==> src/rtl/alarm_sounder_pkg.sv <==
// alarm_sounder_pkg
// Shared definitions for the alarm FSM and the alarm sounder: state
// encoding, default timing constants, LED patterns and small helpers
// for sizing counters and building the burst-position indicator.
package alarm_sounder_pkg;

  typedef enum logic [2:0] {
    ST_IDLE,
    ST_BEEP,
    ST_GAP,
    ST_HOLD,
    ST_MUTED
  } alarm_state_t;

  localparam int unsigned DEF_TONE_DIV  = 4;
  localparam int unsigned DEF_BEEP_ON   = 16;
  localparam int unsigned DEF_BEEP_OFF  = 16;
  localparam int unsigned DEF_MAX_BEEPS = 8;

  localparam logic [7:0] LED_OFF = 8'h00;
  localparam logic [7:0] LED_ALL = 8'hFF;

  // Bits needed for a counter that runs 0..n-1 (at least one bit).
  function automatic int unsigned cnt_w(input int unsigned n);
    return (n < 2) ? 1 : $clog2(n);
  endfunction

  // One-hot burst-position pattern for the LED bar.
  function automatic logic [7:0] led_pos(input logic [2:0] pos);
    return 8'h01 << pos;
  endfunction

endpackage

==> src/rtl/alarm_sounder_if.sv <==
// alarm_sounder_if
// Signal bundle between the upstream alarm FSM / board and the sounder.
//   alert      : alerting level from the alarm FSM
//   ack        : one-cycle debounced acknowledge / mute request
//   buzzer     : square-wave tone drive
//   led        : burst-position indicator
//   beep_count : completed bursts in the current episode
//   done       : high while holding after the last burst
// master drives alert/ack and observes the rest; slave is the sounder.
interface alarm_sounder_if;
  logic       alert;
  logic       ack;
  logic       buzzer;
  logic [7:0] led;
  logic [3:0] beep_count;
  logic       done;

  modport master (
    output alert,
    output ack,
    input  buzzer,
    input  led,
    input  beep_count,
    input  done
  );

  modport slave (
    input  alert,
    input  ack,
    output buzzer,
    output led,
    output beep_count,
    output done
  );
endinterface

==> src/rtl/alarm_sounder_tone_gen.sv <==
// tone_gen
// Square-wave divider for the buzzer. While enabled the counter runs
// 0..TONE_DIV-1 and the output toggles on the cycle it wraps, giving a
// half-period of TONE_DIV clocks. clear (dominant over enable) forces
// the counter and output low so every burst starts from a silent phase.
// Ports: clk, reset (async, active-high), enable, clear, tone (registered).
module tone_gen
  import alarm_sounder_pkg::*;
#(
  parameter int unsigned TONE_DIV = DEF_TONE_DIV
) (
  input  logic clk,
  input  logic reset,
  input  logic enable,
  input  logic clear,
  output logic tone
);

  localparam int unsigned CW = cnt_w(TONE_DIV);
  localparam logic [CW-1:0] CNT_END = CW'(TONE_DIV - 1);

  logic [CW-1:0] cnt;

  always_ff @(posedge clk or posedge reset) begin
    if (reset) begin
      cnt  <= '0;
      tone <= 1'b0;
    end else if (clear) begin
      cnt  <= '0;
      tone <= 1'b0;
    end else if (enable) begin
      if (cnt == CNT_END) begin
        cnt  <= '0;
        tone <= ~tone;
      end else begin
        cnt <= cnt + 1'b1;
      end
    end
  end

endmodule

==> src/rtl/alarm_sounder.sv <==
// alarm_sounder
// Sounds a bounded series of tone bursts while the upstream alarm is
// alerting, then holds with done=1 until the alert clears. An
// acknowledge mutes the episode until the alert drops.
// Ports: clk, reset (async, active-high), bus (alarm_sounder_if.slave:
// alert/ack in; buzzer, led, beep_count, done out, all registered).
//
// state | meaning
// ------+----------------------------------------------------------
// IDLE  | silent, waiting for alert (ack ignored)
// BEEP  | tone burst running, phase counts to BEEP_ON-1
// GAP   | silence between bursts, phase counts to BEEP_OFF-1
// HOLD  | all bursts sounded, done=1, led all on, wait for alert=0
// MUTED | acknowledged, silent, wait for alert=0 (ack ignored)
module alarm_sounder
  import alarm_sounder_pkg::*;
#(
  parameter int unsigned TONE_DIV  = DEF_TONE_DIV,
  parameter int unsigned BEEP_ON   = DEF_BEEP_ON,
  parameter int unsigned BEEP_OFF  = DEF_BEEP_OFF,
  parameter int unsigned MAX_BEEPS = DEF_MAX_BEEPS
) (
  input  logic             clk,
  input  logic             reset,
  alarm_sounder_if.slave   bus
);

  // One phase counter serves both BEEP and GAP, so size it for the longer.
  localparam int unsigned PH_MAX = (BEEP_ON > BEEP_OFF) ? BEEP_ON : BEEP_OFF;
  localparam int unsigned PH_W   = cnt_w(PH_MAX);
  localparam logic [PH_W-1:0] PH_ON_END  = PH_W'(BEEP_ON - 1);
  localparam logic [PH_W-1:0] PH_OFF_END = PH_W'(BEEP_OFF - 1);
  localparam logic [3:0]      LAST_BEEP  = 4'(MAX_BEEPS - 1);

  alarm_state_t    state;
  logic [PH_W-1:0] phase;
  logic [3:0]      beep_count_q;
  logic [3:0]      bc_inc;
  logic [7:0]      led_q;
  logic            done_q;
  logic            buzzer_q;
  logic            burst_end;
  logic            tone_en;
  logic            tone_run;

  assign bc_inc    = beep_count_q + 4'd1;
  assign burst_end = (phase == PH_ON_END);
  assign tone_en   = (state == ST_BEEP);

  // The tone keeps running only when BEEP continues past this edge. Any
  // exit (burst end, abort, mute) clears it at that same edge, so the
  // buzzer is already low in the first cycle of the next state, and each
  // BEEP entry starts from a cleared divider.
  assign tone_run = (state == ST_BEEP) && bus.alert && !bus.ack && !burst_end;

  tone_gen #(
    .TONE_DIV (TONE_DIV)
  ) u_tone_gen (
    .clk    (clk),
    .reset  (reset),
    .enable (tone_en),
    .clear  (!tone_run),
    .tone   (buzzer_q)
  );

  always_ff @(posedge clk or posedge reset) begin
    if (reset) begin
      state        <= ST_IDLE;
      phase        <= '0;
      beep_count_q <= '0;
      led_q        <= LED_OFF;
      done_q       <= 1'b0;
    end else begin
      case (state)
        ST_IDLE: begin
          if (bus.alert && !bus.ack) begin
            state        <= ST_BEEP;
            phase        <= '0;
            beep_count_q <= '0;
            led_q        <= led_pos(3'd0);
          end
        end

        ST_BEEP, ST_GAP, ST_HOLD: begin
          if (!bus.alert) begin
            // Alert gone wins over ack: abandon the episode outright.
            state        <= ST_IDLE;
            phase        <= '0;
            beep_count_q <= '0;
            led_q        <= LED_OFF;
            done_q       <= 1'b0;
          end else if (bus.ack) begin
            state  <= ST_MUTED;
            phase  <= '0;
            led_q  <= LED_OFF;
            done_q <= 1'b0;
          end else if (state == ST_BEEP) begin
            if (burst_end) begin
              beep_count_q <= bc_inc;
              phase        <= '0;
              if (beep_count_q == LAST_BEEP) begin
                state  <= ST_HOLD;
                led_q  <= LED_ALL;
                done_q <= 1'b1;
              end else begin
                state <= ST_GAP;
                led_q <= led_pos(bc_inc[2:0]);
              end
            end else begin
              phase <= phase + 1'b1;
            end
          end else if (state == ST_GAP) begin
            if (phase == PH_OFF_END) begin
              state <= ST_BEEP;
              phase <= '0;
            end else begin
              phase <= phase + 1'b1;
            end
          end
        end

        ST_MUTED: begin
          if (!bus.alert) begin
            state        <= ST_IDLE;
            phase        <= '0;
            beep_count_q <= '0;
            led_q        <= LED_OFF;
            done_q       <= 1'b0;
          end
        end

        default: begin
          state        <= ST_IDLE;
          phase        <= '0;
          beep_count_q <= '0;
          led_q        <= LED_OFF;
          done_q       <= 1'b0;
        end
      endcase
    end
  end

  assign bus.buzzer     = buzzer_q;
  assign bus.led        = led_q;
  assign bus.beep_count = beep_count_q;
  assign bus.done       = done_q;

endmodule
==> src/flat_wrapper.sv <==
// flat-port wrapper written by rule: the top's interface ports become plain ports
module alarm_sounder_flat import alarm_sounder_pkg::*;
#(
  parameter int unsigned TONE_DIV  = DEF_TONE_DIV,
  parameter int unsigned BEEP_ON   = DEF_BEEP_ON,
  parameter int unsigned BEEP_OFF  = DEF_BEEP_OFF,
  parameter int unsigned MAX_BEEPS = DEF_MAX_BEEPS
)
  (clk, reset, bus_alert, bus_ack, bus_buzzer, bus_led, bus_beep_count, bus_done);
  alarm_sounder_if bus_i ();
  input  logic clk;
  input  logic reset;
  input wire logic [$bits(bus_i.alert)-1:0] bus_alert;
  input wire logic [$bits(bus_i.ack)-1:0] bus_ack;
  output wire logic [$bits(bus_i.buzzer)-1:0] bus_buzzer;
  output wire logic [$bits(bus_i.led)-1:0] bus_led;
  output wire logic [$bits(bus_i.beep_count)-1:0] bus_beep_count;
  output wire logic [$bits(bus_i.done)-1:0] bus_done;
  assign bus_i.alert = bus_alert;
  assign bus_i.ack = bus_ack;
  assign bus_buzzer = bus_i.buzzer;
  assign bus_led = bus_i.led;
  assign bus_beep_count = bus_i.beep_count;
  assign bus_done = bus_i.done;
  alarm_sounder #(.TONE_DIV(TONE_DIV), .BEEP_ON(BEEP_ON), .BEEP_OFF(BEEP_OFF), .MAX_BEEPS(MAX_BEEPS)) u_core (.clk(clk), .reset(reset), .bus(bus_i));
endmodule
==> config.mk <==
export PLATFORM = sky130hd
export DESIGN_NAME = alarm_sounder_flat
export DESIGN_NICKNAME = d
export VERILOG_FILES = /design/src/rtl/alarm_sounder_pkg.sv /design/src/rtl/alarm_sounder_if.sv /design/src/rtl/alarm_sounder_tone_gen.sv /design/src/rtl/alarm_sounder.sv /design/src/flat_wrapper.sv
export SDC_FILE = /design/constraint.sdc
export NUM_CORES = 1
export LEC_CHECK = 0
export CORE_AREA = 8 8 79 81
export CTS_CLUSTER_DIAMETER = 150
export DETAILED_ROUTE_END_ITERATION = 16
export DIE_AREA = 0 0 87 89
export GPL_TIMING_DRIVEN = 1
export SYNTH_ARGS = -nofsm -noshare
export SYNTH_HDL_FRONTEND = slang
export SYNTH_SLANG_ARGS = --single-unit
export TNS_END_PERCENT = 10
==> constraint.sdc <==
create_clock -name clk -period 2.5 [get_ports clk]
set_input_delay 0.5 -clock clk [delete_from_list [all_inputs] [get_ports clk]]
set_output_delay 0.5 -clock clk [all_outputs]
set_load 0.05 [all_outputs]
==> impl_metrics.yaml <==
cts:
  cts_tree: "done"
  root_buffer: "clkbuf_8"
  cts_buffer_depth: 2
  h-tree-depth: 1
  clk_pin_slew_worst_paths_ns: 0.09
  cts_inserted_buffers: 3
  cts_sinks: 23
  clock_latency_ns: 0.27
  cts_setup_buffers: 0
  postCtsHoldBufs: 0
  cts_resized: 0
synth:
  synth.top_cells.by_area: "dfrtp_1 (41%), mux2_2 (7.1%), ha_1 (6.2%)"
  synth.distinct_cells: 43
  yosysMostFrequentCell: "dfrtp_1"
  syn_nets: 148
  synth_common_cells: "dfrtp_1 (23), a21oi_1 (12), nor2_1 (11)"
  ys_async_sr_fraction_pct: 100
  synth-edff-count: 0
  synthCells: 137
  synth_area_um2: 1420
  ys_ff_latch: 23
  yosysWarningCount: 0
  synth_ff_type: "dfrtp_1"
  ys_seq_area_share_pct: 40.6
  post-synth-top-area-fraction_pct: 40.6
  avgSynthCellArea_um2: 10.4
  synth_area_leader_cell: "dfrtp_1"
power_and_ir_drop:
  peakVddDrop_mv: 0.369
  total_power_w: 0.00118
  power.density_nw_per_um2: 677
  p_leak_nw: 0.758
setup_path:
  worst-setup-path-type: "reg2out"
  path_delay_family: "buffers and inverters"
  cp_slowest_cell: "clkdlybuf4s50_1"
  critPathBufInv: 1
  path_cells: "clkdlybuf4s50_1"
  slowest_delay_ns: 0.87
  critical_path_required_ns: 2.00
  setup.worst_path.start_class: "flip-flop"
  crit_fanout: 8
  worst_ep_arrival_time_ns: 1.63
  endpoint_kind: "primary output"
die:
  dieHeight_um: 89
  fp.dieArea_um2: 7740
  initial_core_util_pct: 28.5
  core_area_um2: 4980
  rows: 26
  die_w_um: 87
  io_pins: 18
grt:
  gr-total-overflow: 0
  grt_start_max_net_pins: 24
  grt_pass1_vias: 1057
  grt_pass1_wl_um: 5420
  antenna_found_initial: 0
  track_usage_pct: 8.99
routing:
  drt-total-wl_um: 3200
  wire_per_inst_um: 14.0
  drt_iter0_markers: 95
  drtAntennaViolNets: 0
  dr.pass1.iters: 4
  vias: 1117
  via_per_inst: 4.90
  drcViolationCount: 0
finish:
  fill_cells: 517
  nNetsFinal: 170
  drive_above_1_share_pct: 15.8
  antenna_cells: 0
  area_growth_pct: 22.3
  ff_latch_area_um2: 576
  multiInputGateArea_um2: 788
timing:
  min_period_over_period_pct: 85.2
  fmax_mhz: 470
  slew_viol_final: 0
  finalSetupViolCount: 0
  finalHoldViolCount: 0
  relSlewSlack_pct: 65.6
  timing.setup.tns_ns: 0
  rsz0062_at_grt: "no"
  max_slew.worst_pin.slew_ns: 0.514
  finClkSkew_ns: 0.000931
  min_period_ns: 2.13
outcome:
  outcome: "finished clean"
run:
  cap_violations: 0
place:
  port_buffers: 17
  hpwlAfterDp_um: 2310
  place_congestion: 0.811
hold_path:
  holdCritPathClass: "reg2reg"
==> kinds of logic after synthesis <==
| family | share of synthesized area [%] |
|---|---|
| and+or+nand+nor | 21.9 |
| AOI/OAI and AO/OA | 17.8 |
| adders and majority gates | 6.17 |
| muxes | 7.85 |
| buffers and inverters | 3.88 |
| DFF | 40.6 |
| xor gates and xnor gates | 1.85 |
==> routing by layer <==
layer / vias to the layer above / track usage, % / wire (um)
li1: 547 / - / -
met1: 548 / 12.2 / 1540
met2: 18 / 13.0 / 1450
met3: 4 / 3.22 / 179
met4: 0 / 2.35 / 26
met5: - / 0 / 0
==> area by class of cell <==
type	count	share of cell area (%)
timing repair buffer	24	12.8
tap	70	5.05
inverter	4	0.865
sequential	23	33.2
multi-input combinational	103	45.4
clock inverter	1	0.288
clock buffer	3	2.38
==> state kept, by name, indices dropped and copies added, names as in the netlist <==
name and cells:
u_core.bus.led 8, u_core.bus.beep_count 4, u_core.phase 4, u_core.state 3
u_core.u_tone_gen.cnt 2, u_core.bus.done 1, u_core.u_tone_gen.tone 1
==> layout by cell type, fill, tap and decap left out, types with 2 or more instances in the layout <==
master            n
nand3_1           4
nor3_1            2
clkdlybuf4s50_1  17
nor2b_1           2
and3b_1           2
a21oi_1          12
o211ai_1          2
dfrtp_1          23
buf_4             7
nand2b_1          4
nor4bb_1          2
inv_1             4
nor2_1           11
xnor2_1           2
ha_1              7
a2bb2oi_1         2
nand3b_1          2
and3_1            4
nand2_1           3
o21ai_0           7
mux2_2            9
clkbuf_8          3
or2_1             2
o31ai_1           4
nor3b_1           2
==> stage by stage <==
step	hold WS (ns)	area, um2	worst slack [ns]	utilization, %	cells
finish	0.444	1740	0.371	34.9	228
global route	0.452	1740	0.277	34.9	228
CTS	0.445	1740	0.356	34.9	228
detailed placement	0.433	1690	0.121	33.9	224
global placement	0.438	1690	0.128	33.9	224
floorplan	0.414	1420	0.528	-	137
==> power breakdown <==
part / internal (W) / switching (W)
combinational: 0.000211 / 0.000278
clock: 0.000112 / 0.000134
sequential: 0.000408 / 0.0000335
total: 0.000730 / 0.000445
==> worst paths after layout <==
check                           depth (start not counted)                  endpoint                      from  slack (ns)
worst max-delay path                                    1         bus_beep_count[2]  u_core.bus.beep_count[2]        0.37
min in group asynchronous                               3           u_core.phase[1]                     reset        0.57
worst min-delay path                                    1  u_core.u_tone_gen.cnt[0]  u_core.u_tone_gen.cnt[0]        0.44
max in group asynchronous                               3         u_core.bus.led[1]                     reset        1.69
worst max register to register                          5         u_core.bus.led[6]           u_core.state[1]        0.49
worst min register to register                          1  u_core.u_tone_gen.cnt[0]  u_core.u_tone_gen.cnt[0]        0.44
Note: power is estimated with default switching activity, not from simulation.
